[src/rtl/vae_pkg.sv]
// Shared definitions for the accumulation path: sample/frame sizing and the
// streamer state encoding.
package vae_pkg;

  localparam int unsigned DATA_W    = 16;
  localparam int unsigned FRAME_LEN = 133;
  localparam int unsigned ADDR_W    = 8;

  typedef enum logic [1:0] {
    IDLE   = 2'd0,
    STREAM = 2'd1,
    DONE   = 2'd2
  } state_t;

endpackage

[src/rtl/vector_streamer_if.sv]
// Valid/ready sample stream between the frame source and its consumer.
interface vector_streamer_if #(
  parameter int unsigned DW = vae_pkg::DATA_W
);

  logic          out_valid;
  logic          out_ready;
  logic          out_last;
  logic [DW-1:0] data_out;

  modport master (output out_valid, output data_out, output out_last, input out_ready);
  modport slave  (input out_valid, input data_out, input out_last, output out_ready);

endinterface

[src/rtl/vector_streamer_frame_ram.sv]
// Frame storage: synchronous write port, registered read port with enable.
// The read register is cleared by reset so the stream data reads 0 after reset.
module frame_ram #(
  parameter int unsigned DW    = 16,
  parameter int unsigned DEPTH = 133,
  parameter int unsigned AW    = 8
) (
  input  logic          clk,
  input  logic          rst,
  input  logic          we,
  input  logic [AW-1:0] waddr,
  input  logic [DW-1:0] wdata,
  input  logic          re,
  input  logic [AW-1:0] raddr,
  output logic [DW-1:0] rdata
);

  logic [DW-1:0] mem [DEPTH];

  // Contents are deliberately not reset; they persist across resets and frames.
  always_ff @(posedge clk) begin
    if (we) begin
      mem[waddr] <= wdata;
    end
  end

  always_ff @(posedge clk) begin
    if (rst) begin
      rdata <= '0;
    end else if (re) begin
      rdata <= mem[raddr];
    end
  end

endmodule

[src/rtl/vector_streamer.sv]
// Replays a stored frame of LEN samples as a valid/ready stream, one frame per
// start pulse, with a done pulse after the last beat is accepted.
module vector_streamer
  import vae_pkg::*;
#(
  parameter int unsigned DW  = DATA_W,
  parameter int unsigned LEN = FRAME_LEN,
  parameter int unsigned AW  = ADDR_W
) (
  input  logic                clk,
  input  logic                rst,
  input  logic                wr_en,
  input  logic [AW-1:0]       wr_addr,
  input  logic [DW-1:0]       wr_data,
  input  logic                start,
  vector_streamer_if.master   strm,
  output logic                busy,
  output logic                done,
  output logic                wr_err
);

  // One extra bit so the pointer can reach LEN even when LEN == 2**AW.
  localparam int unsigned PW = AW + 1;

  state_t        state;
  logic [PW-1:0] rd_ptr;
  logic [PW-1:0] beat_cnt;
  logic          valid_q;
  logic          last_q;
  logic [DW-1:0] rdata;

  logic          wr_ok;
  logic          load;
  logic          xfer;

  assign wr_ok = wr_en && (state == IDLE) && ({1'b0, wr_addr} < PW'(LEN));
  assign xfer  = valid_q && strm.out_ready;
  assign load  = (state == STREAM) && (!valid_q || strm.out_ready) && (rd_ptr < PW'(LEN));

  frame_ram #(
    .DW    (DW),
    .DEPTH (LEN),
    .AW    (AW)
  ) u_ram (
    .clk   (clk),
    .rst   (rst),
    .we    (wr_ok),
    .waddr (wr_addr),
    .wdata (wr_data),
    .re    (load),
    .raddr (AW'(rd_ptr)),
    .rdata (rdata)
  );

  always_ff @(posedge clk) begin
    if (rst) begin
      state    <= IDLE;
      rd_ptr   <= '0;
      beat_cnt <= '0;
      valid_q  <= 1'b0;
      last_q   <= 1'b0;
      busy     <= 1'b0;
      done     <= 1'b0;
      wr_err   <= 1'b0;
    end else begin
      wr_err <= wr_en && !wr_ok;
      done   <= 1'b0;
      case (state)
        IDLE: begin
          if (start) begin
            state    <= STREAM;
            rd_ptr   <= '0;
            beat_cnt <= '0;
            busy     <= 1'b1;
          end
        end
        STREAM: begin
          // Output register refills whenever it is empty or being drained.
          if (load) begin
            rd_ptr  <= rd_ptr + PW'(1);
            valid_q <= 1'b1;
            last_q  <= (rd_ptr == PW'(LEN - 1));
          end else if (xfer) begin
            valid_q <= 1'b0;
            last_q  <= 1'b0;
          end
          if (xfer) begin
            beat_cnt <= beat_cnt + PW'(1);
          end
          if (xfer && last_q) begin
            state <= DONE;
            done  <= 1'b1;
          end
        end
        DONE: begin
          state <= IDLE;
          busy  <= 1'b0;
        end
        default: begin
          state <= IDLE;
          busy  <= 1'b0;
        end
      endcase
    end
  end

  assign strm.out_valid = valid_q;
  assign strm.out_last  = last_q;
  assign strm.data_out  = rdata;

endmodule

[src/flat_wrapper.sv]
// flat-port wrapper written by rule: the top's interface ports become plain ports
module vector_streamer_flat import vae_pkg::*;
#(
  parameter int unsigned DW  = DATA_W,
  parameter int unsigned LEN = FRAME_LEN,
  parameter int unsigned AW  = ADDR_W
)
  (clk, rst, wr_en, wr_addr, wr_data, start, busy, done, wr_err, strm_out_valid, strm_data_out, strm_out_last, strm_out_ready);
  vector_streamer_if #(.DW(DW)) strm_i ();
  input  logic clk;
  input  logic rst;
  input  logic wr_en;
  input  logic [AW-1:0] wr_addr;
  input  logic [DW-1:0] wr_data;
  input  logic start;
  output logic busy;
  output logic done;
  output logic wr_err;
  output wire logic [$bits(strm_i.out_valid)-1:0] strm_out_valid;
  output wire logic [$bits(strm_i.data_out)-1:0] strm_data_out;
  output wire logic [$bits(strm_i.out_last)-1:0] strm_out_last;
  input wire logic [$bits(strm_i.out_ready)-1:0] strm_out_ready;
  assign strm_out_valid = strm_i.out_valid;
  assign strm_data_out = strm_i.data_out;
  assign strm_out_last = strm_i.out_last;
  assign strm_i.out_ready = strm_out_ready;
  vector_streamer #(.DW(DW), .LEN(LEN), .AW(AW)) u_core (.clk(clk), .rst(rst), .wr_en(wr_en), .wr_addr(wr_addr), .wr_data(wr_data), .start(start), .strm(strm_i), .busy(busy), .done(done), .wr_err(wr_err));
endmodule
[config.mk]
export PLATFORM = sky130hd
export DESIGN_NAME = vector_streamer_flat
export DESIGN_NICKNAME = d
export VERILOG_FILES = /design/src/rtl/vae_pkg.sv /design/src/rtl/vector_streamer_if.sv /design/src/rtl/vector_streamer_frame_ram.sv /design/src/rtl/vector_streamer.sv /design/src/flat_wrapper.sv
export SDC_FILE = /design/constraint.sdc
export NUM_CORES = 2
export LEC_CHECK = 0
export ABC_AREA = 1
export CAP_MARGIN = 15
export CORE_ASPECT_RATIO = 1.1
export CORE_UTILIZATION = 35
export DETAILED_ROUTE_END_ITERATION = 6
export DONT_BUFFER_PORTS = 1
export PLACE_DENSITY = 0.59
export SLEW_MARGIN = 20
export SYNTH_ARGS = -nofsm -noshare
export SYNTH_HDL_FRONTEND = slang
export SYNTH_HIERARCHICAL = 1
export SYNTH_SLANG_ARGS = --single-unit
[constraint.sdc]
create_clock -name clk -period 3.66 [get_ports clk]
set_input_delay 0.183 -clock clk [delete_from_list [all_inputs] [get_ports clk]]
set_output_delay 0.183 -clock clk [all_outputs]
set_load 0.005 [all_outputs]
==> flow_metrics.py <==
metrics = {
    "route": {
        "drt_pre_antenna_iters": 7,
        "wl_met3_um": 20500,
        "highest_layer": "met4",
        "vias": 57462,
        "routed_via_density": 5.34,
        "wl_per_cell_um": 23.8,
        "ant_nets": 0,
        "wirelength_met1_um": 102000,
        "route.detailed.drc": 2,
        "wl_um": 257000,
        "first_iter_violations": 6692,
        "wl_met2_um": 122000,
    },
    "yosys": {
        "synth_cell_type_count": 31,
        "synth_top_cells_by_area": "edfxtp_1 73%, nand3_1 12%, nand2_1 9.3%, buf_2 1.2%, nor2_1 0.93%",
        "yosysSeqAreaShare": 0.740,
        "yosysTopAreaCell": "edfxtp_1",
        "synthArstFlopShare": 0,
        "synth_commonest_cells": "2,160 x nand2_1, 2,128 x edfxtp_1, 2,036 x nand3_1",
        "ys_ff_latch": 2160,
        "synth_warnings": 6,
        "synthesis.area_um2": 87200,
        "synth_most_common_cell": "nand2_1",
        "syn_avg_cell_area_um2": 12.1,
        "ys_dominant_reg_cell": "edfxtp_1",
        "synth_cells": 7236,
        "synth-edff-count": 2128,
        "synth_top_area_share": 0.732,
        "syn_nets": 7267,
    },
    "cells_and_area": {
        "nets": 7333,
        "finalInstanceArea_um2": 99100,
        "area_delta_synth_final_pct": 13.6,
        "drive_gt1_frac": 0.0818,
    },
    "clock_network": {
        "path_clk_slew_ns": 0.06,
        "clock-sinks": 2160,
        "postCtsHoldBufs": 42,
        "cts_setup_buffers": 0,
        "clock_latency_ns": 0.87,
        "htree_levels": 4,
        "numCtsBuffers": 216,
        "clock_path_buffers": 3,
        "cts_tree": "yes",
        "cts_resized": 0,
        "cts-root-buf": "clkbuf_16",
    },
    "grt": {
        "grt_antenna_before_repair": 7,
        "grt_max_degree": 134,
        "grt_pass1_vias": 54245,
        "grt-ovfl-total": 0,
        "grt_pass1_wl_um": 374000,
        "grtUsageTotal": 0.200,
    },
    "worst_setup_path": {
        "cp_top_family": "simple AND/OR/NAND/NOR gates",
        "critical_path_class": "flop to flop",
        "cp.depth": 5,
        "crit_path_frequent_cell": "nor2_1",
        "crit_path_top_delay_cell": "nand3_1",
        "crit_arrival_ns": 3.68,
        "critPathCaptureType": "flop",
        "crit_required_ns": 4.16,
        "worstRegToRegCells": 5,
        "critPathMaxStageDelay_ns": 0.91,
        "cp-start-kind": "flop",
        "crit_buf_inv": 1,
        "crit_chain": "nor2_1 > and3_1 > nand3_1 > nor2_1 > buf_4",
        "path_max_fanout": 19,
    },
    "power": {
        "internal_power_mw": 40.4,
        "switching_share": 0.240,
        "p_comb_frac": 0.080,
        "p_seq_frac": 0.513,
        "power_density_nw_per_um2": 536,
        "leakage_nw": 34.0,
        "clkPwrFrac": 0.407,
        "peakVddDrop_v": 0.000462,
        "p_sw_mw": 12.7,
    },
    "sta": {
        "hold_viol": 0,
        "finalCriticalPeriod_ns": 3.18,
        "setup_violations": 0,
        "rsz0062_at_grt": "false",
        "final.setup.tns_ns": 0,
        "drv_slew": 0,
        "slew-limit-headroom": 0.268,
        "fmax_ghz": 0.314,
        "skew_ns": 0.0634,
        "fin_crit_sh": 0.869,
        "worstMarginPinSlew_ns": 1.09,
    },
    "die": {
        "rows": 191,
        "die_h_um": 526,
        "ios": 50,
        "die_area_um2": 251000,
        "start_util": 0.353,
        "coreArea_um2": 247000,
        "die_w_um": 478,
    },
    "placed_design": {
        "dp_hpwl_um": 141000,
        "dpl-instance-area_um2": 91500,
        "portBuffers": 0,
        "routabilityCongestion": 0.904,
    },
    "outcome": {
        "failed_checks": "design-rule violations",
        "run_status": "complete, but fails checks",
    },
    "job": {
        "max_cap_violations": 0,
    },
    "min_path": {
        "hold_path.class": "input pin to flop",
        "min_path_cells": 4,
    },
}
[stage by stage]
step	hold WS, ns	util	power, mW	instances	worst slack, ns
2_1_floorplan	0.260	-	30.3	7236	1.22
3_3_place_gp	0.250	0.370	31.4	10323	0.549
3_5_place_dp	0.248	0.370	31.4	10323	0.621
4_1_cts	0.0227	0.401	53.4	10762	0.563
5_1_grt	0.0897	0.401	54.6	10764	0.348
6_report	0.0826	0.401	53.1	10765	0.480
[kinds of logic after synthesis]
kind of cell,count (synthesis),synth area share
AOI/OAI and AO/OA,109,0.00709
DFF,2160,0.740
adders and majority gates,2,0.000287
and+or+nand+nor,4430,0.221
buffers and inverters,535,0.0322
[worst reg2reg max path: cells and delay by family (launching register included)]
family	cells	cell delay [ns]
buf+inv	1	0.30
flops	1	0.32
simple gates	4	2.18
[power groups by stage]
stage	Sequential, mW	Combinational (mW)	Clock, mW
2_1_floorplan	27.7	2.52	0
5_1_grt	27.3	4.58	22.8
3_3_place_gp	27.8	3.63	0
4_1_cts	27.3	4.22	21.9
3_5_place_dp	27.8	3.65	0
6_report	27.3	4.24	21.6
[final cells by class]
type,instances,area (um^2)
fill,23050,148000
sequential,2160,64600
multi-input combinational,4541,19900
clock buffer,270,5670
tap,3281,4110
timing repair buffer,327,3400
clock inverter,127,1180
inverter,56,244
antenna,3,7.51
[cells in the final DEF (no fill, tap or decap), drive strengths merged]
cell         instances
nand2             2165
edfxtp            2128
nand3             2036
buf                301
clkbuf             270
nor2               218
clkinv              97
inv                 66
a21oi               49
o21ai               44
dfxtp               32
dlygate4sd3         26
bufinv              16
o221ai               9
a32o                 7
nor3                 5
clkinvlp             4
nand4                4
diode                3
ha                   2
and3                 1
nor3b                1
[registers in the layout, summed over array words and instances (netlist names), 2 cells and up]
register,cells
u_core/u_ram/rdata,16
u_core/rd_ptr,9
u_core/state,2
u_core/u_ram/mem,2128
[worst paths after layout]
path | start | to | slack [ns]
max reg2reg | u_core/state[0] | u_core/u_ram/mem[79][15] | 0.48
min reg2reg | u_core/busy | u_core/busy | 0.49
min | wr_addr[6] | u_core/u_ram/mem[129][3] | 0.08
max | u_core/state[0] | u_core/u_ram/mem[79][15] | 0.48
[layer usage]
layer,vias to the layer above,global-route usage
met5,-,0
met4,0,0.0928
met3,482,0.0329
met2,2474,0.325
met1,28547,0.261
li1,25959,-
Power figures use the tool's default switching activity.
